<file path="config.mk">
export PLATFORM = sky130hd
export DESIGN_NAME = param_data_cache
export DESIGN_NICKNAME = d
export VERILOG_FILES = /design/src/rtl/param_data_cache.sv
export SDC_FILE = /design/constraint.sdc
export NUM_CORES = 1
export LEC_CHECK = 0
export ABC_AREA = 0
export CAP_MARGIN = 20
export CORE_MARGIN = 8
export CORE_UTILIZATION = 42
export CTS_BUF_LIST = sky130_fd_sc_hd__clkbuf_2 sky130_fd_sc_hd__clkbuf_4 sky130_fd_sc_hd__clkbuf_8
export DETAILED_ROUTE_END_ITERATION = 16
export PLACE_DENSITY = 0.66
export SETUP_SLACK_MARGIN = 0.2
export SYNTH_ARGS = -nofsm -noshare
export SYNTH_HDL_FRONTEND = slang
export SYNTH_SLANG_ARGS = --single-unit
</file>
<file path="constraint.sdc">
create_clock -name CLK -period 4.17 [get_ports CLK]
set_input_delay 0.834 -clock CLK [delete_from_list [all_inputs] [get_ports CLK]]
set_output_delay 0.834 -clock CLK [all_outputs]
set_load 0.05 [all_outputs]
</file>
<file path="src/rtl/param_data_cache.sv">
// Write-back, write-allocate data cache with 1- or 2-way sets and 4-byte blocks.
// Optional hit/miss counters are included when CACHE_STATS_EN is defined.
module param_data_cache #(
    parameter int ADDR_W   = 8,
    parameter int SET_BITS = 3,
    parameter int WAYS     = 2
) (
    input  logic              CLK,
    input  logic              RESET,
    input  logic              READ,
    input  logic              WRITE,
    input  logic [ADDR_W-1:0] ADDRESS,
    input  logic [7:0]        WRITEDATA,
    output logic [7:0]        READDATA,
    output logic              BUSYWAIT,
    output logic              mem_READ,
    output logic              mem_WRITE,
    output logic [ADDR_W-3:0] mem_ADDRESS,
    output logic [31:0]       mem_WRITEDATA,
    input  logic [31:0]       mem_READDATA,
    input  logic              mem_BUSYWAIT
`ifdef CACHE_STATS_EN
    ,
    output logic [15:0]       hit_count,
    output logic [15:0]       miss_count
`endif
);

    localparam int SETS  = 1 << SET_BITS;
    localparam int TAG_W = ADDR_W - SET_BITS - 2;

    typedef enum logic [1:0] {IDLE, WRITEBACK, ALLOCATE, UPDATE} state_t;

    state_t            state;
    logic [SETS-1:0]   valid    [WAYS];
    logic [SETS-1:0]   dirty    [WAYS];
    logic [TAG_W-1:0]  tag_mem  [WAYS][SETS];
    logic [31:0]       data_mem [WAYS][SETS];
    logic [SETS-1:0]   lru;          // per set: index of the least-recently-used way
    logic              victim_way;

    logic [1:0]          offset;
    logic [SET_BITS-1:0] index;
    logic [TAG_W-1:0]    req_tag;
    logic                req;

    assign offset  = ADDRESS[1:0];
    assign index   = ADDRESS[SET_BITS+1:2];
    assign req_tag = ADDRESS[ADDR_W-1:SET_BITS+2];
    assign req     = READ | WRITE;

    logic        hit;
    logic        hit_way;
    logic [31:0] hit_block;
    logic        victim_way_c;
    logic        v_dirty;
    logic [TAG_W-1:0] v_tag;
    logic [31:0] v_block;

    // NOTE: every variable gets a default before any branch so no latch is inferred.
    always_comb begin
        hit       = 1'b0;
        hit_way   = 1'b0;
        hit_block = '0;
        for (int w = 0; w < WAYS; w++) begin
            if (valid[w][index] && tag_mem[w][index] == req_tag) begin
                hit       = 1'b1;
                hit_way   = 1'(w);
                hit_block = data_mem[w][index];
            end
        end
    end

    // Prefer the lowest-numbered invalid way; otherwise evict the LRU way.
    always_comb begin
        victim_way_c = (WAYS == 2) ? lru[index] : 1'b0;
        for (int w = WAYS - 1; w >= 0; w--) begin
            if (!valid[w][index]) victim_way_c = 1'(w);
        end
        v_dirty = 1'b0;
        v_tag   = '0;
        v_block = '0;
        for (int w = 0; w < WAYS; w++) begin
            if (victim_way_c == 1'(w)) begin
                v_dirty = valid[w][index] & dirty[w][index];
                v_tag   = tag_mem[w][index];
                v_block = data_mem[w][index];
            end
        end
    end

    assign READDATA = (state == IDLE && READ && !WRITE && hit) ? hit_block[{offset, 3'b000} +: 8] : 8'h00;
    assign BUSYWAIT = RESET & ((state != IDLE) | (req & ~hit));

    // NOTE: sequential state uses non-blocking assignments so every flop sees pre-edge values.
    always_ff @(posedge CLK or negedge RESET) begin
        if (!RESET) begin
            state         <= IDLE;
            mem_READ      <= 1'b0;
            mem_WRITE     <= 1'b0;
            mem_ADDRESS   <= '0;
            mem_WRITEDATA <= '0;
            victim_way    <= 1'b0;
            lru           <= '0;
            for (int w = 0; w < WAYS; w++) begin
                valid[w] <= '0;
                dirty[w] <= '0;
            end
        end else begin
            case (state)
                IDLE: begin
                    if (req && hit) begin
                        for (int w = 0; w < WAYS; w++) begin
                            if (WRITE && hit_way == 1'(w)) dirty[w][index] <= 1'b1;
                        end
                        lru[index] <= ~hit_way;
                    end else if (req) begin
                        victim_way    <= victim_way_c;
                        mem_WRITEDATA <= v_block;
                        mem_ADDRESS   <= v_dirty ? {v_tag, index} : {req_tag, index};
                        mem_WRITE     <= v_dirty;
                        mem_READ      <= ~v_dirty;
                        state         <= v_dirty ? WRITEBACK : ALLOCATE;
                    end
                end
                WRITEBACK: begin
                    if (!mem_BUSYWAIT) begin
                        mem_WRITE   <= 1'b0;
                        mem_READ    <= 1'b1;
                        mem_ADDRESS <= {req_tag, index};
                        state       <= ALLOCATE;
                    end
                end
                ALLOCATE: begin
                    if (!mem_BUSYWAIT) begin
                        mem_READ <= 1'b0;
                        state    <= UPDATE;
                    end
                end
                UPDATE: begin
                    for (int w = 0; w < WAYS; w++) begin
                        if (victim_way == 1'(w)) begin
                            valid[w][index] <= 1'b1;
                            dirty[w][index] <= 1'b0;
                        end
                    end
                    lru[index] <= ~victim_way;
                    state      <= IDLE;
                end
                default: state <= IDLE;
            endcase
        end
    end

    // NOTE: tag and data arrays carry no reset; the valid bits alone make them meaningful.
    always_ff @(posedge CLK) begin
        for (int w = 0; w < WAYS; w++) begin
            if (state == IDLE && WRITE && hit && hit_way == 1'(w))
                data_mem[w][index][{offset, 3'b000} +: 8] <= WRITEDATA;
            if (state == UPDATE && victim_way == 1'(w)) begin
                data_mem[w][index] <= mem_READDATA;
                tag_mem[w][index]  <= req_tag;
            end
        end
    end

`ifdef CACHE_STATS_EN
    // The hit that completes a refilled request belongs to the miss already counted.
    logic fill_done;

    always_ff @(posedge CLK or negedge RESET) begin
        if (!RESET) begin
            hit_count  <= '0;
            miss_count <= '0;
            fill_done  <= 1'b0;
        end else begin
            fill_done <= (state == UPDATE);
            if (state == IDLE && req) begin
                if (hit) begin
                    if (!fill_done && hit_count != 16'hFFFF) hit_count <= hit_count + 16'd1;
                end else if (miss_count != 16'hFFFF) begin
                    miss_count <= miss_count + 16'd1;
                end
            end
        end
    end
`endif

endmodule

</file>
==> impl_metrics.json <==
{
  "status": "finished, violations left",
  "failed_checks": "setup timing",
  "fin_nets": 3130,
  "routed_wl_um": 109000,
  "io_pins": 102,
  "design_area_um2": 37500,
  "remaining_drc_errors": 0,
  "power_density_nw_per_um2": 479,
  "gp_congestion": 0.927,
  "worstSetupEndpointType": "output pin",
  "synth_top_cell_area_share": 0.538,
  "drt_iter0_markers": 3587,
  "grt.total_usage": 0.257,
  "detail-route-antenna-nets": 0,
  "synth.top_cells.by_area": "edfxtp_1 (54%), o21ai_0 (7.7%), nand2_1 (7.2%), dfrtp_1 (6.6%), clkbuf_1 (2.8%)",
  "netlist_instances": 2872,
  "ys_ff_latch": 643,
  "first_pass_iters": 6,
  "slew_headroom": 0.247,
  "maxCapViolations": 0,
  "cts_tree": "yes",
  "holdCritPathClass": "reg -> reg",
  "avgSynthCellArea_um2": 10.9,
  "min_period_over_period": 1.05,
  "worstPathArrival_ps": 3550,
  "die_area_um2": 83400,
  "synth.net_count": 2934,
  "die_h_um": 289,
  "cts_made_buffers": 105,
  "finalCriticalPeriod_ps": 4380,
  "critical_path_class": "in -> out",
  "first_global_vias": 24229,
  "place_area_um2": 35100,
  "async_flop_share": 0.129,
  "crit_fanout": 10,
  "cts_max_path_buffers": 3,
  "yosysSeqAreaShare": 0.605,
  "ys_warn_count": 0,
  "rsz0062_at_grt": "true",
  "worst_pin_slew_ps": 1130,
  "path_clk_slew_ps": 50,
  "report.final.slew_viol_count": 0,
  "max_freq_mhz": 228,
  "overflow": 0,
  "dp_hpwl_um": 69800,
  "port_buffers": 101,
  "synth_edf_count": 560,
  "wire_per_inst_um": 26.4,
  "die_x_um": 289,
  "fin_skew_ps": 57.7,
  "start_util": 0.422,
  "drive_gt1_frac": 0.204,
  "htree_num_levels": 3,
  "rows": 100,
  "root_buffer": "clkbuf_8",
  "grt_pass1_wl_um": 159000,
  "final_core_util": 0.506,
  "hold_viol": 0,
  "netlist_area_um2": 31200,
  "ir_drop_v": 0.000346,
  "syn_to_final_growth_pct": 20.0,
  "setup_violations": 8,
  "p_leak_nw": 13.0,
  "ys_dominant_reg_cell": "edfxtp_1",
  "synth.largest_area_cell": "edfxtp_1",
  "worst_setup_path_start_kind": "input port",
  "cts.sinks": 643,
  "core_um2": 74100,
  "clk_latency_ps": 750,
  "antenna_found_initial": 8,
  "vias": 25089,
  "vias_per_cell": 6.09,
  "critical_path_required_ps": 3340,
  "setup_slack_ps": -211,
  "grt_start_max_net_pins": 69,
  "ys_types": 70
}
placed cells by master (no fill, tap or decap), types with 10 or more instances in the layout:
| cell type | count |
|---|---|
| nand2_1 | 601 |
| a221oi_1 | 60 |
| dfrtp_1 | 83 |
| o31ai_1 | 33 |
| buf_4 | 264 |
| o21ai_0 | 481 |
| mux2_1 | 18 |
| mux2_2 | 38 |
| mux4_2 | 25 |
| or2_2 | 16 |
| clkinv_1 | 10 |
| nor2_4 | 16 |
| and3_1 | 38 |
| mux2i_1 | 52 |
| clkdlybuf4s50_1 | 88 |
| a21oi_1 | 37 |
| nor2_1 | 139 |
| clkbuf_8 | 116 |
| buf_12 | 44 |
| edfxtp_1 | 560 |
| clkbuf_4 | 47 |
| o21ai_1 | 80 |
| a22oi_1 | 109 |
| a22o_1 | 41 |
power breakdown:
part           switching, W  total [W]  internal, W
clock network       0.00257    0.00572      0.00315
registers          0.000253    0.00781      0.00756
logic               0.00286    0.00445      0.00158
per-stage QoR:
step,instances,setup TNS (ps),hold WS (ps),setup slack [ps],total power [W]
2_1_floorplan,2872,0,431,81.3,0.0105
3_3_place_gp,3916,-2200,446,-288,0.0121
3_5_place_dp,3916,-2260,452,-302,0.0123
4_1_cts,4115,-1680,470,-247,0.0179
5_1_grt,4120,-2250,490,-309,0.0186
6_report,4122,-1370,473,-211,0.0180
cell families (layout without fill, tap and decap cells):
family | Yosys count | count (layout) | share of synthesized area
multiplexers | 148 | 148 | 0.0619
XOR/XNOR | 5 | 5 | 0.00164
flip-flops | 643 | 643 | 0.605
buffers and inverters | 320 | 598 | 0.0431
AO/OA/AOI/OAI | 887 | 887 | 0.172
AND/OR/NAND/NOR | 860 | 860 | 0.113
other | 0 | 3 | 0
adder cells (fa/ha/maj) | 9 | 9 | 0.00360
path summary, 6_finish.rpt:
check	cells past startpoint	startpoint	slack (ps)	end
worst min register to register	1	valid[12]$_DFFE_PN0P_	470	valid[12]$_DFFE_PN0P_
worst min-delay path	1	valid[12]$_DFFE_PN0P_	470	valid[12]$_DFFE_PN0P_
max in group asynchronous	4	RESET	2520	mem_WRITEDATA[2]$_DFFE_PN0P_
min in group asynchronous	2	RESET	520	mem_ADDRESS[3]$_DFFE_PN0P_
worst max register to register	9	tag_mem[0][3]$_DFFE_PP_	920	data_mem[0][169]$_DFFE_PP_
worst max-delay path	12	ADDRESS[3]	-210	READDATA[3]
flip-flops by register name, summed over array words and instances (netlist names), named ones only:
name and cells:
mem_ADDRESS 6, mem_READ 1, victim_way 1, mem_WRITE 1
lru 8, tag_mem 48, state 2, valid 16
mem_WRITEDATA 32, data_mem 512
Yosys cell counts, drive strengths merged, types with 4 or more instances:
cell,number
nand2,602
o21ai,562
edfxtp,560
clkbuf,233
nor2,155
a22oi,109
dfrtp,83
buf,80
mux2,62
a221oi,60
mux2i,60
a21oi,42
a22o,41
and3,39
o31ai,34
mux4,26
or2,16
ha,9
o22ai,8
and2,7
inv,7
nor2b,7
and4,6
a221o,5
nand2b,5
nand3,5
nor3b,5
a222oi,4
nor3,4
layout make-up:
class | count | area, um^2
timing repair buffer | 402 | 3840
clock inverter | 26 | 215
sequential | 643 | 18900
inverter | 7 | 26.3
clock buffer | 163 | 1950
antenna | 3 | 7.51
multi-input combinational | 1909 | 11400
fill | 6481 | 36600
tap | 969 | 1210
routing by layer:
layer / up-vias / share of wire / routed length, um / GRT usage
li1: 10931 / - / - / -
met1: 12032 / 0.38 / 41500 / 0.343
met2: 1785 / 0.44 / 47300 / 0.384
met3: 337 / 0.14 / 14700 / 0.0766
met4: 4 / 0.047 / 5130 / 0.118
met5: - / 0.00025 / 27 / 0
worst max-delay path, cell delays in order:
cell	delay [ps]
buf_4	150
buf_12	150
buf_4	130
inv_2	70
mux4_2	310
and3b_1	230
o2111ai_4	280
buf_12	220
mux4_1	640
o22ai_4	230
buf_12	150
buf_12	130
timing repair:
item,4_1_cts,5_1_grt
gates cloned,2,0
hold buffers,1,0
gates resized for setup,17,4
pin swaps,10,2
endpoints found under the hold margin,15,0
endpoints found under the setup margin,9,9
buffers inserted,7,2
Power figures use the tool's default switching activity.
